`src/rtl/cfg_to_axis_seq.sv`:
```
// Config-bus field shadows -> change-triggered AXI-Stream beats tagged by channel; cfg->tvalid 3 cycles, stalls hold beat.
// Optional periodic re-emit of all channels under CFG_TO_AXIS_SEQ_PERIODIC_EN (counter of REFRESH_CYCLES).
module cfg_to_axis_seq #(
  parameter int NUM_CH            = 4,
  parameter int SRC_ADDR          = 0,
  parameter int ADDR_STRIDE       = 1,
  parameter int SRC_BITS          = 32,
  parameter int DST_WIDTH         = 32,
  parameter int CFG_WIDTH         = 1024,
  parameter int MAXIS_TDATA_WIDTH = 32,
  parameter int SIGN_EXT          = 1,
  parameter int REFRESH_CYCLES    = 1000000,
  localparam int TDEST_W          = (NUM_CH > 1) ? $clog2(NUM_CH) : 1
) (
  input  logic                          a_clk,
  input  logic                          a_rst,
  input  logic [CFG_WIDTH-1:0]          cfg,
  output logic [MAXIS_TDATA_WIDTH-1:0]  M_AXIS_tdata,
  output logic                          M_AXIS_tvalid,
  input  logic                          M_AXIS_tready,
  output logic [TDEST_W-1:0]            M_AXIS_tdest,
  output logic [NUM_CH*DST_WIDTH-1:0]   data,
  output logic [NUM_CH-1:0]             pending
);

  typedef enum logic {S_IDLE = 1'b0, S_VALID = 1'b1} state_t;

  localparam logic [TDEST_W-1:0] LAST_RST = TDEST_W'(NUM_CH - 1);

  logic [CFG_WIDTH-1:0]         cfg_q;
  logic [NUM_CH*DST_WIDTH-1:0]  shadow_q, shadow_d;
  logic [NUM_CH-1:0]            pending_q, pending_d, changed;
  logic [MAXIS_TDATA_WIDTH-1:0] tdata_q, tdata_d, pick_ext;
  logic [TDEST_W-1:0]           tdest_q, tdest_d, last_q, last_d, pick;
  logic [DST_WIDTH-1:0]         pick_val;
  logic                         any_pend, load, refresh;
  state_t                       state_q, state_d;

  // Only the field bits of the registered bus are consumed.
  logic unused_cfg;
  assign unused_cfg = ^cfg_q;

`ifdef CFG_TO_AXIS_SEQ_PERIODIC_EN
  localparam int CNT_W = (REFRESH_CYCLES > 1) ? $clog2(REFRESH_CYCLES) : 1;
  logic [CNT_W-1:0] cnt_q, cnt_d;

  assign refresh = (cnt_q == CNT_W'(REFRESH_CYCLES - 1));
  assign cnt_d   = refresh ? '0 : cnt_q + CNT_W'(1);

  always_ff @(posedge a_clk) begin
    if (a_rst) cnt_q <= '0;
    else       cnt_q <= cnt_d;
  end
`else
  assign refresh = 1'b0;
`endif

  always_comb begin
    shadow_d = shadow_q;
    changed  = '0;
    for (int i = 0; i < NUM_CH; i++) begin
      if (cfg_q[(SRC_ADDR + i*ADDR_STRIDE)*32 + SRC_BITS - 1 -: DST_WIDTH] !=
          shadow_q[i*DST_WIDTH +: DST_WIDTH]) begin
        changed[i] = 1'b1;
        shadow_d[i*DST_WIDTH +: DST_WIDTH] =
          cfg_q[(SRC_ADDR + i*ADDR_STRIDE)*32 + SRC_BITS - 1 -: DST_WIDTH];
      end
    end
  end

  // Round-robin: smallest distance from last_q+1 (mod NUM_CH) among pending channels.
  always_comb begin
    int best;
    int d;
    best     = NUM_CH;
    d        = 0;
    pick     = '0;
    pick_val = '0;
    for (int i = 0; i < NUM_CH; i++) begin
      d = i - int'(last_q) - 1;
      if (d < 0) d = d + NUM_CH;
      if (pending_q[i] && (d < best)) begin
        best     = d;
        pick     = TDEST_W'(i);
        pick_val = shadow_q[i*DST_WIDTH +: DST_WIDTH];
      end
    end
  end

  assign any_pend = |pending_q;

  generate
    if (SIGN_EXT != 0) begin : g_sext
      assign pick_ext = MAXIS_TDATA_WIDTH'($signed(pick_val));
    end else begin : g_zext
      assign pick_ext = MAXIS_TDATA_WIDTH'(pick_val);
    end
  endgenerate

  // A change landing in the load cycle re-sets the bit: set wins over clear.
  always_comb begin
    pending_d = pending_q;
    for (int i = 0; i < NUM_CH; i++) begin
      if (load && (pick == TDEST_W'(i))) pending_d[i] = 1'b0;
    end
    pending_d = pending_d | changed;
    if (refresh) pending_d = '1;
  end

  always_ff @(posedge a_clk) begin
    if (a_rst) state_q <= S_IDLE;
    else       state_q <= state_d;
  end

  always_comb begin
    state_d = state_q;
    unique case (state_q)
      S_IDLE:  if (any_pend) state_d = S_VALID;
      S_VALID: if (M_AXIS_tready && !any_pend) state_d = S_IDLE;
      default: state_d = S_IDLE;
    endcase
  end

  always_comb begin
    M_AXIS_tvalid = (state_q == S_VALID);
    load          = any_pend && ((state_q == S_IDLE) || M_AXIS_tready);
  end

  always_comb begin
    tdata_d = tdata_q;
    tdest_d = tdest_q;
    last_d  = last_q;
    if (load) begin
      tdata_d = pick_ext;
      tdest_d = pick;
      last_d  = pick;
    end
  end

  always_ff @(posedge a_clk) begin
    if (a_rst) begin
      cfg_q     <= '0;
      shadow_q  <= '0;
      pending_q <= '1;
      tdata_q   <= '0;
      tdest_q   <= '0;
      last_q    <= LAST_RST;
    end else begin
      cfg_q     <= cfg;
      shadow_q  <= shadow_d;
      pending_q <= pending_d;
      tdata_q   <= tdata_d;
      tdest_q   <= tdest_d;
      last_q    <= last_d;
    end
  end

  assign M_AXIS_tdata = tdata_q;
  assign M_AXIS_tdest = tdest_q;
  assign data         = shadow_q;
  assign pending      = pending_q;

endmodule

```
`config.mk`:
```
export PLATFORM = sky130hd
export DESIGN_NAME = cfg_to_axis_seq
export DESIGN_NICKNAME = d
export VERILOG_FILES = /design/src/rtl/cfg_to_axis_seq.sv
export SDC_FILE = /design/constraint.sdc
export NUM_CORES = 1
export LEC_CHECK = 0
export BUFFER_PORTS_ARGS = -buffer_cell sky130_fd_sc_hd__buf_2
export CORE_AREA = 2 2 467 469
export DETAILED_ROUTE_END_ITERATION = 10
export DIE_AREA = 0 0 469 471
export GPL_TIMING_DRIVEN = 0
export SYNTH_ARGS = -nofsm -noshare
export SYNTH_HDL_FRONTEND = slang
export SYNTH_SLANG_ARGS = --single-unit
```
`constraint.sdc`:
```
create_clock -name a_clk -period 5.2 [get_ports a_clk]
set_clock_uncertainty 0.2 [all_clocks]
set_input_delay 0.52 -clock a_clk [delete_from_list [all_inputs] [get_ports a_clk]]
set_output_delay 0.52 -clock a_clk [all_outputs]
set_load 0.02 [all_outputs]
```
==> results_tabular.tex, run 1 <==
\begin{tabular}{lr}
\hline
Metric & Value \\
\hline
\multicolumn{2}{l}{\textbf{CTS}} \\
\quad Count of buffers added by post-CTS timing repair for setup & 0 \\
\quad Number of CTS-inserted buffers & 29 \\
\quad Clock latency reported for the late side of the worst-skew pair & between 500 and 600 ps \\
\quad Clock sinks & just under 300 \\
\quad Number of levels the H-tree was split into & 1 \\
\quad Root buffer cell & sky130\_fd\_sc\_hd\_\_clkbuf\_16 \\
\quad Deepest clock path buffer count & 3 \\
\quad Clock Pin Slew Worst Setup and Hold Paths & roughly 70 ps \\
\quad Clock tree from TritonCTS & yes \\
\multicolumn{2}{l}{\textbf{Placed design}} \\
\quad Count of buffers from port buffering & 296 \\
\quad Standard cell area after detailed placement & 16700 um2 \\
\quad Place WS & 44.5 ps \\
\quad Post-DP HPWL & a little over 70 mm \\
\quad Routability congestion estimate & about 0.86 \\
\multicolumn{2}{l}{\textbf{Setup path}} \\
\quad Worst reg2reg path depth & 18 \\
\quad Critical Path End Type & flip-flop \\
\quad Classification of the worst setup path & flip-flop to flip-flop \\
\quad Source of the critical timing path & pending[0] \\
\quad Arrival time reported for the critical path endpoint & between 5000 and 6000 ps \\
\quad Worst endpoint required time & roughly 5400 ps \\
\quad Crit path max fanout & 10 \\
\quad Source of the worst register-to-register timing path & pending[0] \\
\quad FF-to-FF End & M\_AXIS\_tdata[8] \\
\quad Critical path launch point type & flip-flop \\
\quad R2r setup slk & 340 ps \\
\multicolumn{2}{l}{\textbf{Routing}} \\
\quad Length of the first detailed-routing pass in iterations & 5 \\
\quad Remaining routing DRC violations & 0 \\
\quad WL/cell & between 15 and 20 um \\
\quad Vias/cell & roughly 2.2 \\
\quad First DRT Iteration DRCs & about 470 \\
\quad Total vias in the final route & 9814 \\
\quad Number of nets still failing antenna checks after routing & 0 \\
\quad Post-detailed-routing wire length & a little over 80 mm \\
\multicolumn{2}{l}{\textbf{GRT}} \\
\quad Vias in the first global route & around 10000 \\
\quad Fraction of met3 tracks used by global routing & about 1.7\% \\
\quad Met2 global-route usage & 15.6\% \\
\quad Busiest layer in global routing & met2 \\
\quad Antenna violations before repair & between 60 and 70 \\
\quad Pin count of the biggest net entering global routing & 16 \\
\quad Wire length of the first global-routing pass & 100 mm \\
\quad Met1 usage & $\sim$5.4\% \\
\quad Total routing usage reported by global routing & under 10\% \\
\quad Sum of overflow across all layers after global routing & 0 \\
\multicolumn{2}{l}{\textbf{Synth}} \\
\quad Most repeated cell in the gate-level netlist after synthesis & sky130\_fd\_sc\_hd\_\_dfxtp\_1 \\
\quad Top cells by count, synth & 297 x sky130\_fd\_sc\_hd\_\_dfxtp\_1, 257 x sky130\_fd\_sc\_hd\_\_nor2b\_1, 98 x sky130\_fd\_sc\_hd\_\_xnor2\_1 \\
\quad Post-synthesis sequential area ratio & just over 50\% \\
\quad Count of state elements after synthesis & a little under 300 \\
\quad Avg Synthesized Cell Area & about 11 um2 \\
\quad Count of cell types in the netlist & 51 \\
\quad Netlist Area Pre-Place & roughly 12000 um2 \\
\quad Number of synthesized flops with an enable pin & 0 \\
\quad Synth Warn \# & 0 \\
\quad Post-synth top area cell & sky130\_fd\_sc\_hd\_\_dfxtp\_1 \\
\quad Fraction of registers with async set/reset & 0\% \\
\quad Gate count of the mapped netlist & between 1000 and 1500 \\
\quad Most instantiated flip-flop cell in the synthesis netlist & sky130\_fd\_sc\_hd\_\_dfxtp\_1 \\
\quad Top-area cell type share of the netlist area & around half \\
\quad Synth top area cells & sky130\_fd\_sc\_hd\_\_dfxtp\_1 51\%, sky130\_fd\_sc\_hd\_\_nor2b\_1 14\%, sky130\_fd\_sc\_hd\_\_xnor2\_1 7.4\%, sky130\_fd\_sc\_hd\_\_a221oi\_2 3.9\%, sky130\_fd\_sc\_hd\_\_mux2i\_1 2.8\% \\
\multicolumn{2}{l}{\textbf{Floorplanning}} \\
\quad Number of standard-cell rows in the floorplan & between 150 and 200 \\
\quad Die outline width & roughly 470 um \\
\quad Initial Util & between 5 and 6\% \\
\quad Total Die Area & between 200000 and 250000 um2 \\
\quad Floorplan Core Area & between 200000 and 250000 um2 \\
\quad Top-Level Pins & 1194 \\
\quad Die extent in y & $\sim$470 um \\
\multicolumn{2}{l}{\textbf{Hold path}} \\
\quad Worst hold path stage count & 2 \\
\quad Worst Hold Path EP & cfg\_q[85] \\
\quad Type of the tightest min-delay check & input pin to flip-flop \\
\quad Launch instance of the worst min-delay path & cfg[85] \\
\multicolumn{2}{l}{\textbf{STA}} \\
\quad Number of endpoints with negative hold slack in the final report & 0 \\
\quad Final clock period utilization by the worst path & between 90 and 100\% \\
\quad Maximum achievable frequency & 206 MHz \\
\quad Post-route setup TNS & 0 ps \\
\quad Final-report max-slew violation count & 0 \\
\quad Relative slew margins & 22.9\% \\
\quad Shortest clock period the worst path allows after layout & between 4000 and 5000 ps \\
\quad Setup repair after global routing missed its margin & false \\
\quad Total of endpoints with negative setup slack in the final report & 0 \\
\quad Hold Worst Slack & $\sim$11 ps \\
\quad Final worst setup slack & roughly 340 ps \\
\quad Slew at the pin with the worst max-slew slack & 1160 ps \\
\multicolumn{2}{l}{\textbf{Finish}} \\
\quad FILL cells & roughly 25000 \\
\quad Fraction of layout cells with a size suffix above 1 & $\sim$28\% \\
\quad Layout overhead on the synthesized area & 60.3\% \\
\quad Layout net count & around 2600 \\
\quad Cell area after layout & about 19000 um2 \\
\multicolumn{2}{l}{\textbf{Pwr}} \\
\quad Maximum vdd drop & roughly 0.45 mV \\
\quad Power after layout & about 0.0087 W \\
\quad Power per cell area & around 470 nW/um2 \\
\quad Total leakage power & roughly 6.8 nW \\
\multicolumn{2}{l}{\textbf{Run status}} \\
\quad Result of the run & finished clean \\
\multicolumn{2}{l}{\textbf{Flow run}} \\
\quad Max-cap violation count & 0 \\
\hline
\end{tabular}
==> per-layer routing <==
metal	share of wire, %	up-vias
met5	0.30	-
met4	5.6	44
met3	5.4	205
met2	61	355
met1	27	4684
li1	-	4526
==> area by class of cell <==
cell class / count / area, um2 / share of cell area (%)
flip-flops and latches: 297 / 5950 / 32.0
multi-input cells: 729 / 5300 / 28.5
well taps: 2854 / 3570 / 19.2
repair buffers: 388 / 2400 / 12.9
clock buffers: 37 / 816 / 4.39
plain buffers: 65 / 323 / 1.74
clock inverters: 14 / 166 / 0.895
inverters: 10 / 37.5 / 0.202
diodes: 12 / 30.0 / 0.162
==> cell usage in the layout (no fill, tap or decap), types with 12 or more instances in the layout <==
cell / n
sky130_fd_sc_hd__a221oi_2: 30
sky130_fd_sc_hd__mux2i_1: 33
sky130_fd_sc_hd__nor3_1: 14
sky130_fd_sc_hd__nand4_1: 24
sky130_fd_sc_hd__clkbuf_16: 29
sky130_fd_sc_hd__and2_1: 32
sky130_fd_sc_hd__xor2_1: 32
sky130_fd_sc_hd__o21ai_0: 65
sky130_fd_sc_hd__dlygate4sd3_1: 92
sky130_fd_sc_hd__diode_2: 12
sky130_fd_sc_hd__dfxtp_1: 297
sky130_fd_sc_hd__nor2_1: 40
sky130_fd_sc_hd__xnor2_1: 98
sky130_fd_sc_hd__clkbuf_1: 48
sky130_fd_sc_hd__nor2b_1: 257
sky130_fd_sc_hd__nor3_2: 29
sky130_fd_sc_hd__buf_2: 303
==> power by group <==
group          switching [W]  internal (W)
clock network       0.000944       0.00126
logic                0.00248       0.00129
registers           0.000242       0.00247
==> how the worst max path moves through the flow <==
stage / to / slack, ps / cells after the start
global placement: M_AXIS_tdata[13] / 100 / 19
finish: M_AXIS_tdata[8] / 340 / 18
CTS: M_AXIS_tdata[8] / 30 / 18
floorplan: M_AXIS_tdata[10] / 810 / 18
global route: M_AXIS_tdata[1] / 60 / 19
detailed placement: M_AXIS_tdata[26] / 40 / 18
==> per-stage QoR <==
| step | util, % | instances |
|---|---|---|
| floorplan | - | 1101 |
| global placement | 7.71 | 4251 |
| detailed placement | 7.71 | 4251 |
| CTS | 8.59 | 4394 |
| global route | 8.60 | 4400 |
| finish | 8.60 | 4406 |
==> flip-flops by register name (all words and copies together), names as in the netlist <==
signal and count:
last_q 2, cfg_q 128, M_AXIS_tdata 32, pending 4
M_AXIS_tdest 2, data 128, M_AXIS_tvalid 1
==> critical path: stages, from the launching register on <==
cell and delay (ps):
sky130_fd_sc_hd__dfxtp_1 480, sky130_fd_sc_hd__clkbuf_2 300, sky130_fd_sc_hd__clkbuf_2 300, sky130_fd_sc_hd__mux2i_1 220, sky130_fd_sc_hd__nor2_1 60, sky130_fd_sc_hd__a31oi_1 210, sky130_fd_sc_hd__ha_1 270, sky130_fd_sc_hd__o211ai_1 210
sky130_fd_sc_hd__o2111a_2 360, sky130_fd_sc_hd__nor2_2 100, sky130_fd_sc_hd__o21ai_0 210, sky130_fd_sc_hd__ha_1 280, sky130_fd_sc_hd__inv_1 80, sky130_fd_sc_hd__a21oi_1 60, sky130_fd_sc_hd__a311oi_4 430, sky130_fd_sc_hd__o211ai_2 230
sky130_fd_sc_hd__buf_2 310, sky130_fd_sc_hd__a221oi_2 320, sky130_fd_sc_hd__nor3_2 70
==> timing repair <==
item,CTS,global route
endpoints found under the setup margin,0,34
gates resized for setup,0,6
hold buffers,92,0
hold endpoints to repair,92,0
==> cells by family after synthesis <==
family / share of synthesized area [%]
AOI/OAI and AO/OA: 8.98
xor gates and xnor gates: 9.82
adders and majority gates: 0.863
buffers and inverters: 3.09
DFF: 51.3
muxes: 2.85
other: 0.0323
and+or+nand+nor: 23.1
Note: power is estimated with default switching activity, not from simulation.
==> inputs of run 2 (changes only) <==
CTS_BUF_LIST = sky130_fd_sc_hd__clkbuf_2 sky130_fd_sc_hd__clkbuf_4 sky130_fd_sc_hd__clkbuf_8   (was unset)
PLACE_DENSITY = 0.3   (was unset)
==> results_tabular.tex, run 2 (same netlist as run 1, synthesis figures left out) <==
\begin{tabular}{lr}
\hline
Metric & Value \\
\hline
\multicolumn{2}{l}{\textbf{Finish}} \\
\quad Layout net count & about 2600 \\
\quad Post-Layout Cell Count & 4505 \\
\quad Fraction of layout cells with a size suffix above 1 & about 30\% \\
\quad Layout overhead on the synthesized area & 67.1\% \\
\quad Cell area after layout & between 15000 and 20000 um2 \\
\quad Top library cells by usage in the layout, fill and taps aside & 303 x sky130\_fd\_sc\_hd\_\_buf\_2, 296 x sky130\_fd\_sc\_hd\_\_dfxtp\_1, 257 x sky130\_fd\_sc\_hd\_\_nor2b\_1, 129 x sky130\_fd\_sc\_hd\_\_dlygate4sd3\_1, 98 x sky130\_fd\_sc\_hd\_\_xnor2\_1 \\
\quad Most common cell after layout, fill and taps aside & sky130\_fd\_sc\_hd\_\_buf\_2 \\
\multicolumn{2}{l}{\textbf{Floorplanning}} \\
\quad Initial Util & $\sim$5.4\% \\
\quad Top-Level Pins & $\sim$1200 \\
\quad Die outline width & between 400 and 500 um \\
\quad Total Die Area & about 220000 um2 \\
\quad Die extent in y & approximately 470 um \\
\quad Floorplan Core Area & 216000 um2 \\
\quad Number of standard-cell rows in the floorplan & around 170 \\
\multicolumn{2}{l}{\textbf{Run status}} \\
\quad Result of the run & finished clean \\
\multicolumn{2}{l}{\textbf{Setup path}} \\
\quad Crit path max fanout & 19 \\
\quad Critical path launch point type & flip-flop \\
\quad Crit path cell chain & clkbuf\_4, mux2i\_1, nor2\_1, a31oi\_1, ha\_1, o211ai\_1, o2111a\_2, nor2\_2, nand2\_1, o21ai\_0, ha\_1, inv\_1, a21oi\_1, a311oi\_4, o211ai\_2, buf\_2, a221oi\_2, nor3\_2 \\
\quad Worst endpoint required time & around 5600 ps \\
\quad Arrival time reported for the critical path endpoint & approximately 5200 ps \\
\quad Critical Path End Type & flip-flop \\
\quad Library cell contributing the largest single delay on the critical path & sky130\_fd\_sc\_hd\_\_dfxtp\_1 \\
\quad Crit path top cell by count & sky130\_fd\_sc\_hd\_\_ha\_1 \\
\quad Classification of the worst setup path & flip-flop to flip-flop \\
\quad Largest stage delay on the critical path & approximately 570 ps \\
\multicolumn{2}{l}{\textbf{Pwr}} \\
\quad Switching power share of the total & about two fifths \\
\quad Clock power frac & between 30\% and 40\% \\
\quad Total leakage power & about 7 nW \\
\quad Power per cell area & 477 nW/um2 \\
\quad Maximum vdd drop & $\sim$0.39 mV \\
\quad Power after layout & around 0.009 W \\
\quad Net Switching & 0.00380 W \\
\quad Register share of total power & 29.4\% \\
\quad Internal Power & between 0.005 and 0.006 W \\
\quad Share of total power in combinational logic & between 40\% and 50\% \\
\multicolumn{2}{l}{\textbf{Hold path}} \\
\quad Type of the tightest min-delay check & flip-flop to flip-flop \\
\multicolumn{2}{l}{\textbf{STA}} \\
\quad Relative slew margins & between 10\% and 20\% \\
\quad Slew at the pin with the worst max-slew slack & between 1000 and 1500 ps \\
\quad Final clock period utilization by the worst path & around 93\% \\
\quad Shortest clock period the worst path allows after layout & just under 5000 ps \\
\quad Number of endpoints with negative hold slack in the final report & 0 \\
\quad Setup repair after global routing missed its margin & false \\
\quad Total of endpoints with negative setup slack in the final report & 0 \\
\quad Maximum achievable frequency & around 210 MHz \\
\quad Final-report max-slew violation count & 0 \\
\quad Hold Worst Slack & between 200 and 300 ps \\
\quad Final worst setup slack & 370 ps \\
\multicolumn{2}{l}{\textbf{CTS}} \\
\quad Number of levels the H-tree was split into & 2 \\
\quad Clock sinks & $\sim$300 \\
\quad Clock tree from TritonCTS & yes \\
\quad Number of CTS-inserted buffers & 60 \\
\quad Root buffer cell & sky130\_fd\_sc\_hd\_\_clkbuf\_8 \\
\quad Clock Pin Slew Worst Setup and Hold Paths & 60 ps \\
\quad Deepest clock path buffer count & 3 \\
\quad Clock latency reported for the late side of the worst-skew pair & 720 ps \\
\multicolumn{2}{l}{\textbf{Routing}} \\
\quad Length of the first detailed-routing pass in iterations & 4 \\
\quad Total vias in the final route & 9469 \\
\quad Post-detailed-routing wire length & just over 80 mm \\
\quad WL/cell & about 18 um \\
\quad First DRT Iteration DRCs & about 310 \\
\quad Vias/cell & 2.10 \\
\quad Number of nets still failing antenna checks after routing & 0 \\
\quad Remaining routing DRC violations & 0 \\
\multicolumn{2}{l}{\textbf{Placed design}} \\
\quad Count of buffers from port buffering & roughly 300 \\
\quad Post-DP HPWL & about 72 mm \\
\quad Cell Count Post-Placement & approximately 4300 \\
\quad Standard cell area after detailed placement & about 17000 um2 \\
\quad Routability congestion estimate & between 0.7 and 0.8 \\
\quad Place WS & -319 ps \\
\multicolumn{2}{l}{\textbf{GRT}} \\
\quad Antenna violations before repair & 26 \\
\quad Vias in the first global route & 9991 \\
\quad Wire length of the first global-routing pass & about 100 mm \\
\quad Total routing usage reported by global routing & 7.33\% \\
\quad Pin count of the biggest net entering global routing & 20 \\
\quad Sum of overflow across all layers after global routing & 0 \\
\multicolumn{2}{l}{\textbf{Flow run}} \\
\quad Max-cap violation count & 0 \\
\hline
\end{tabular}
-- run 2: changes by cell type in the layout (fill, tap and decap cells not counted), sizes merged --
cell,previous run,this run
dlygate4sd3,92,129
inv,13,12
diode,12,19
clkinvlp,3,2
bufinv,3,5
clkbuf,85,140
-- run 2: per-stage QoR --
step	TNS [ps]	util, %
2_1_floorplan	0	-
3_3_place_gp	-6800	7.71
3_5_place_dp	-7360	7.71
4_1_cts	0	8.94
5_1_grt	0	8.95
6_report	0	8.97
-- run 2: path summary, 6_finish.rpt --
path	from	end	slack, ps	cells past startpoint
setup / recovery	pending[0]	M_AXIS_tdata[20]	370	18
hold / removal	cfg_q[59]	data[59]	250	1
setup reg to reg	pending[0]	M_AXIS_tdata[20]	370	18
hold reg to reg	cfg_q[59]	data[59]	250	1
-- run 2: power groups by stage --
| stage | registers [W] | clock network, W | logic, W |
|---|---|---|---|
| 6_report | 0.00271 | 0.00281 | 0.00372 |
| 5_1_grt | 0.00274 | 0.00305 | 0.00405 |
| 4_1_cts | 0.00274 | 0.00295 | 0.00379 |
| 3_5_place_dp | 0.00279 | 0 | 0.00370 |
| 3_3_place_gp | 0.00279 | 0 | 0.00371 |
| 2_1_floorplan | 0.00279 | 0 | 0.00233 |
-- run 2: what timing repair did --
action,in CTS,in global routing
gates resized for setup,1,5
endpoints found under the setup margin,33,33
hold buffers,129,0
buffers inserted,0,0
pin swaps,0,0
hold endpoints to repair,129,0
-- run 2: layer usage --
metal	track usage (%)	up-vias	part of all wire (%)
met4	1.81	0	2.4
met3	1.57	83	5.6
met2	13.9	304	53
met1	8.20	4408	39
met5	0	-	0
li1	-	4674	-
-- run 2: area by class of cell --
class / count / area (um2)
clock buffer: 93 / 1150
sequential: 297 / 5950
buffer: 64 / 320
clock inverter: 14 / 230
antenna: 19 / 47.5
inverter: 10 / 37.5
fill: 25300 / 197000
tap: 2854 / 3570
timing repair buffer: 425 / 2770
multi-input combinational: 729 / 5300
-- run 2: critical path, delay by kind of cell, from the launching register on --
kind	cells	cell delay (ps)
compound gates	8	1920
fa+ha+maj	2	540
buf+inv	3	790
flops	1	570
mux	1	210
simple gates	4	460
==> inputs of run 3 (changes only) <==
ABC_AREA = 1   (was unset)
CORE_AREA = 2 2 469 471   (was 2 2 467 469)
DIE_AREA = 0 0 471 473   (was 0 0 469 471)
==> results_tabular.tex, run 3 <==
\begin{tabular}{lr}
\hline
Metric & Value \\
\hline
\multicolumn{2}{l}{\textbf{CTS}} \\
\quad Count of buffers added by post-CTS timing repair for setup & 0 \\
\quad Clock Pin Slew Worst Setup and Hold Paths & 60 ps \\
\quad Clock latency reported for the late side of the worst-skew pair & about 700 ps \\
\quad Deepest clock path buffer count & 3 \\
\quad Number of CTS-inserted buffers & 58 \\
\quad Clock sinks & just under 300 \\
\quad Root buffer cell & sky130\_fd\_sc\_hd\_\_clkbuf\_8 \\
\quad Clock tree from TritonCTS & yes \\
\quad Number of levels the H-tree was split into & 2 \\
\multicolumn{2}{l}{\textbf{GRT}} \\
\quad Wire length of the first global-routing pass & approximately 110 mm \\
\quad Busiest layer in global routing & met2 \\
\quad Vias in the first global route & between 10000 and 15000 \\
\quad Met2 global-route usage & 14.3\% \\
\quad Total routing usage reported by global routing & a little under 8\% \\
\quad Pin count of the biggest net entering global routing & 18 \\
\quad Met1 usage & under 10\% \\
\quad Antenna violations before repair & 13 \\
\quad Sum of overflow across all layers after global routing & 0 \\
\quad Fraction of met3 tracks used by global routing & $\sim$1.7\% \\
\multicolumn{2}{l}{\textbf{Synth}} \\
\quad Number of synthesized flops with an enable pin & 0 \\
\quad Top-area cell type share of the netlist area & between 50\% and 60\% \\
\quad Post-synthesis adder-cell area fraction & less than 1\% \\
\quad Synth top area cells & sky130\_fd\_sc\_hd\_\_dfxtp\_1 51\%, sky130\_fd\_sc\_hd\_\_inv\_1 11\%, sky130\_fd\_sc\_hd\_\_nor2\_1 9.3\%, sky130\_fd\_sc\_hd\_\_xnor2\_1 6.6\%, sky130\_fd\_sc\_hd\_\_nand2\_1 5.8\% \\
\quad Simple-gate portion of the synthesized area & 20.9\% \\
\quad Combinational family with the most area after synthesis & simple AND/OR/NAND/NOR gates \\
\quad Post-synth top area cell & sky130\_fd\_sc\_hd\_\_dfxtp\_1 \\
\quad Post-synthesis share of cell area spent on xor and xnor gates & between 6 and 7\% \\
\quad Fraction of registers with async set/reset & 0\% \\
\quad Synth Warn \# & 0 \\
\quad Share of cell area taken by muxes after synthesis & 0\% \\
\quad Top cells by count, synth & 344 x sky130\_fd\_sc\_hd\_\_inv\_1, 297 x sky130\_fd\_sc\_hd\_\_dfxtp\_1, 290 x sky130\_fd\_sc\_hd\_\_nor2\_1 \\
\quad Netlist Area Pre-Place & approximately 12000 um2 \\
\quad Gate count of the mapped netlist & $\sim$1500 \\
\quad Count of state elements after synthesis & just under 300 \\
\quad Post-synthesis sequential area ratio & 50.7\% \\
\quad Most instantiated flip-flop cell in the synthesis netlist & sky130\_fd\_sc\_hd\_\_dfxtp\_1 \\
\quad Most repeated cell in the gate-level netlist after synthesis & sky130\_fd\_sc\_hd\_\_inv\_1 \\
\quad Avg Synthesized Cell Area & around 7.6 um2 \\
\quad Count of cell types in the netlist & 30 \\
\quad Synth Area in Compound Gates & under 10\% \\
\multicolumn{2}{l}{\textbf{Setup path}} \\
\quad Critical path launch point type & flip-flop \\
\quad Crit path max fanout & 19 \\
\quad Arrival time reported for the critical path endpoint & 5050 ps \\
\quad Worst endpoint required time & roughly 5600 ps \\
\quad Classification of the worst setup path & flip-flop to flip-flop \\
\quad Critical Path End Type & flip-flop \\
\multicolumn{2}{l}{\textbf{Pwr}} \\
\quad Power after layout & $\sim$0.011 W \\
\quad Internal Power & 0.00571 W \\
\quad Clock power frac & approximately a quarter \\
\quad Switching power share of the total & a little under half \\
\quad Total leakage power & between 8 and 9 nW \\
\quad Net Switching & $\sim$0.0052 W \\
\quad Share of total power in combinational logic & 49.7\% \\
\quad Power per cell area & between 500 and 600 nW/um2 \\
\quad Maximum vdd drop & 0.360 mV \\
\quad Register share of total power & between 20 and 25\% \\
\multicolumn{2}{l}{\textbf{STA}} \\
\quad Number of endpoints with negative hold slack in the final report & 0 \\
\quad Relative slew margins & 21.1\% \\
\quad Post-route setup TNS & 0 ps \\
\quad Total of endpoints with negative setup slack in the final report & 0 \\
\quad Setup repair after global routing missed its margin & false \\
\quad Shortest clock period the worst path allows after layout & roughly 4600 ps \\
\quad Slew at the pin with the worst max-slew slack & about 1200 ps \\
\quad Maximum achievable frequency & between 200 and 250 MHz \\
\quad Final-report max-slew violation count & 0 \\
\quad Final clock period utilization by the worst path & between 80 and 90\% \\
\multicolumn{2}{l}{\textbf{Routing}} \\
\quad Post-detailed-routing wire length & about 90 mm \\
\quad Remaining routing DRC violations & 0 \\
\quad Vias/cell & between 2 and 2.5 \\
\quad Length of the first detailed-routing pass in iterations & 5 \\
\quad WL/cell & about 18 um \\
\quad First DRT Iteration DRCs & between 700 and 800 \\
\quad Number of nets still failing antenna checks after routing & 0 \\
\quad Total vias in the final route & between 10000 and 15000 \\
\multicolumn{2}{l}{\textbf{Finish}} \\
\quad Layout overhead on the synthesized area & 65.0\% \\
\quad Most common cell after layout, fill and taps aside & sky130\_fd\_sc\_hd\_\_inv\_1 \\
\quad Top library cells by usage in the layout, fill and taps aside & 344 x sky130\_fd\_sc\_hd\_\_inv\_1, 303 x sky130\_fd\_sc\_hd\_\_buf\_2, 297 x sky130\_fd\_sc\_hd\_\_dfxtp\_1, 290 x sky130\_fd\_sc\_hd\_\_nor2\_1, 181 x sky130\_fd\_sc\_hd\_\_nand2\_1 \\
\quad Layout net count & roughly 3000 \\
\quad Cell area after layout & 19400 um2 \\
\quad Fraction of layout cells with a size suffix above 1 & 20.8\% \\
\multicolumn{2}{l}{\textbf{Run status}} \\
\quad Result of the run & finished clean \\
\multicolumn{2}{l}{\textbf{Floorplanning}} \\
\quad Top-Level Pins & $\sim$1200 \\
\quad Total Die Area & 223000 um2 \\
\quad Initial Util & about 5.4\% \\
\quad Number of standard-cell rows in the floorplan & 172 \\
\quad Die outline width & $\sim$470 um \\
\quad Die extent in y & between 400 and 500 um \\
\quad Floorplan Core Area & 218000 um2 \\
\multicolumn{2}{l}{\textbf{Flow run}} \\
\quad Max-cap violation count & 0 \\
\multicolumn{2}{l}{\textbf{Placed design}} \\
\quad Standard cell area after detailed placement & 16800 um2 \\
\quad Count of buffers from port buffering & 296 \\
\quad Routability congestion estimate & between 0.8 and 0.9 \\
\quad Post-DP HPWL & approximately 78 mm \\
\multicolumn{2}{l}{\textbf{Hold path}} \\
\quad Type of the tightest min-delay check & input pin to flip-flop \\
\hline
\end{tabular}
## run 3: routing by layer
metal | vias to the layer above | wire (um)
met4 | 4 | 2320
li1 | 5594 | -
met5 | - | 27
met3 | 79 | 4290
met2 | 308 | 45800
met1 | 5345 | 36200
## run 3: power groups by stage
stage	combinational [W]	sequential (W)	clock (W)
finish	0.00540	0.00267	0.00280
global route	0.00588	0.00270	0.00300
CTS	0.00543	0.00269	0.00291
detailed placement	0.00534	0.00274	0
global placement	0.00534	0.00274	0
floorplan	0.00303	0.00276	0
## run 3: path summary, 6_finish.rpt
kind	to	depth (start not counted)	slack (ps)	from
setup / recovery	M_AXIS_tdata[19]	26	570	last_q[0]
hold / removal	cfg_q[26]	3	40	cfg[26]
setup reg to reg	M_AXIS_tdata[19]	26	570	last_q[0]
hold reg to reg	data[49]	2	230	cfg_q[49]
## run 3: cells by family (layout without fill, tap and decap cells)
group                      count (synthesis)  count (layout)
adders and majority gates                  8               8
other                                      1               7
and+or+nand+nor                          586             586
xor gates and xnor gates                  92              92
DFF                                      297             297
buffers and inverters                    423             939
AOI/OAI and AO/OA                        129             129
## run 3: worst max-delay path, cell delays in order, from the launching register on
cell and delay (ps):
sky130_fd_sc_hd__dfxtp_1 400, sky130_fd_sc_hd__inv_1 140, sky130_fd_sc_hd__ha_1 350, sky130_fd_sc_hd__inv_1 80, sky130_fd_sc_hd__nor2_1 60, sky130_fd_sc_hd__o21ai_1 350
sky130_fd_sc_hd__clkbuf_4 380, sky130_fd_sc_hd__o21ai_0 120, sky130_fd_sc_hd__o21ai_0 120, sky130_fd_sc_hd__ha_1 280, sky130_fd_sc_hd__nand2_1 70, sky130_fd_sc_hd__nand2_1 60
sky130_fd_sc_hd__nand2_1 50, sky130_fd_sc_hd__nand2_1 50, sky130_fd_sc_hd__nand2_2 70, sky130_fd_sc_hd__nand2_4 130, sky130_fd_sc_hd__o21ai_0 200, sky130_fd_sc_hd__ha_1 260
sky130_fd_sc_hd__nand2_1 60, sky130_fd_sc_hd__nand2_1 50, sky130_fd_sc_hd__nand2_2 140, sky130_fd_sc_hd__nand3_2 120, sky130_fd_sc_hd__buf_6 170, sky130_fd_sc_hd__buf_6 130
sky130_fd_sc_hd__nand2_1 160, sky130_fd_sc_hd__nand3_1 180, sky130_fd_sc_hd__a21oi_1 180
## run 3: metrics by stage
stage	util (%)	std cells	setup slack (ps)	hold WS, ps
final	8.87	4929	575	35.2
after global routing	8.86	4925	186	38.8
after CTS	8.86	4926	15.2	3.70
after detailed placement	7.70	4704	-30.9	224
after global placement	7.70	4704	12.9	226
after floorplan	-	1537	1230	215
## run 3: area by class of cell
type	count	area, um2
Tap cell	2871	3590
Sequential cell	297	5950
Clock inverter	18	246
Antenna cell	5	12.5
Buffer	70	305
Multi-Input combinational cell	817	4160
Inverter	351	1320
Clock buffer	88	1130
Fill cell	25700	199000
Timing Repair Buffer	412	2640
## run 3: timing repair
action / 4_1_cts / 5_1_grt
resized for setup: 0 / 1
endpoints found under the setup margin: 0 / 40
hold endpoints to repair: 116 / 0
hold buffers: 116 / 0
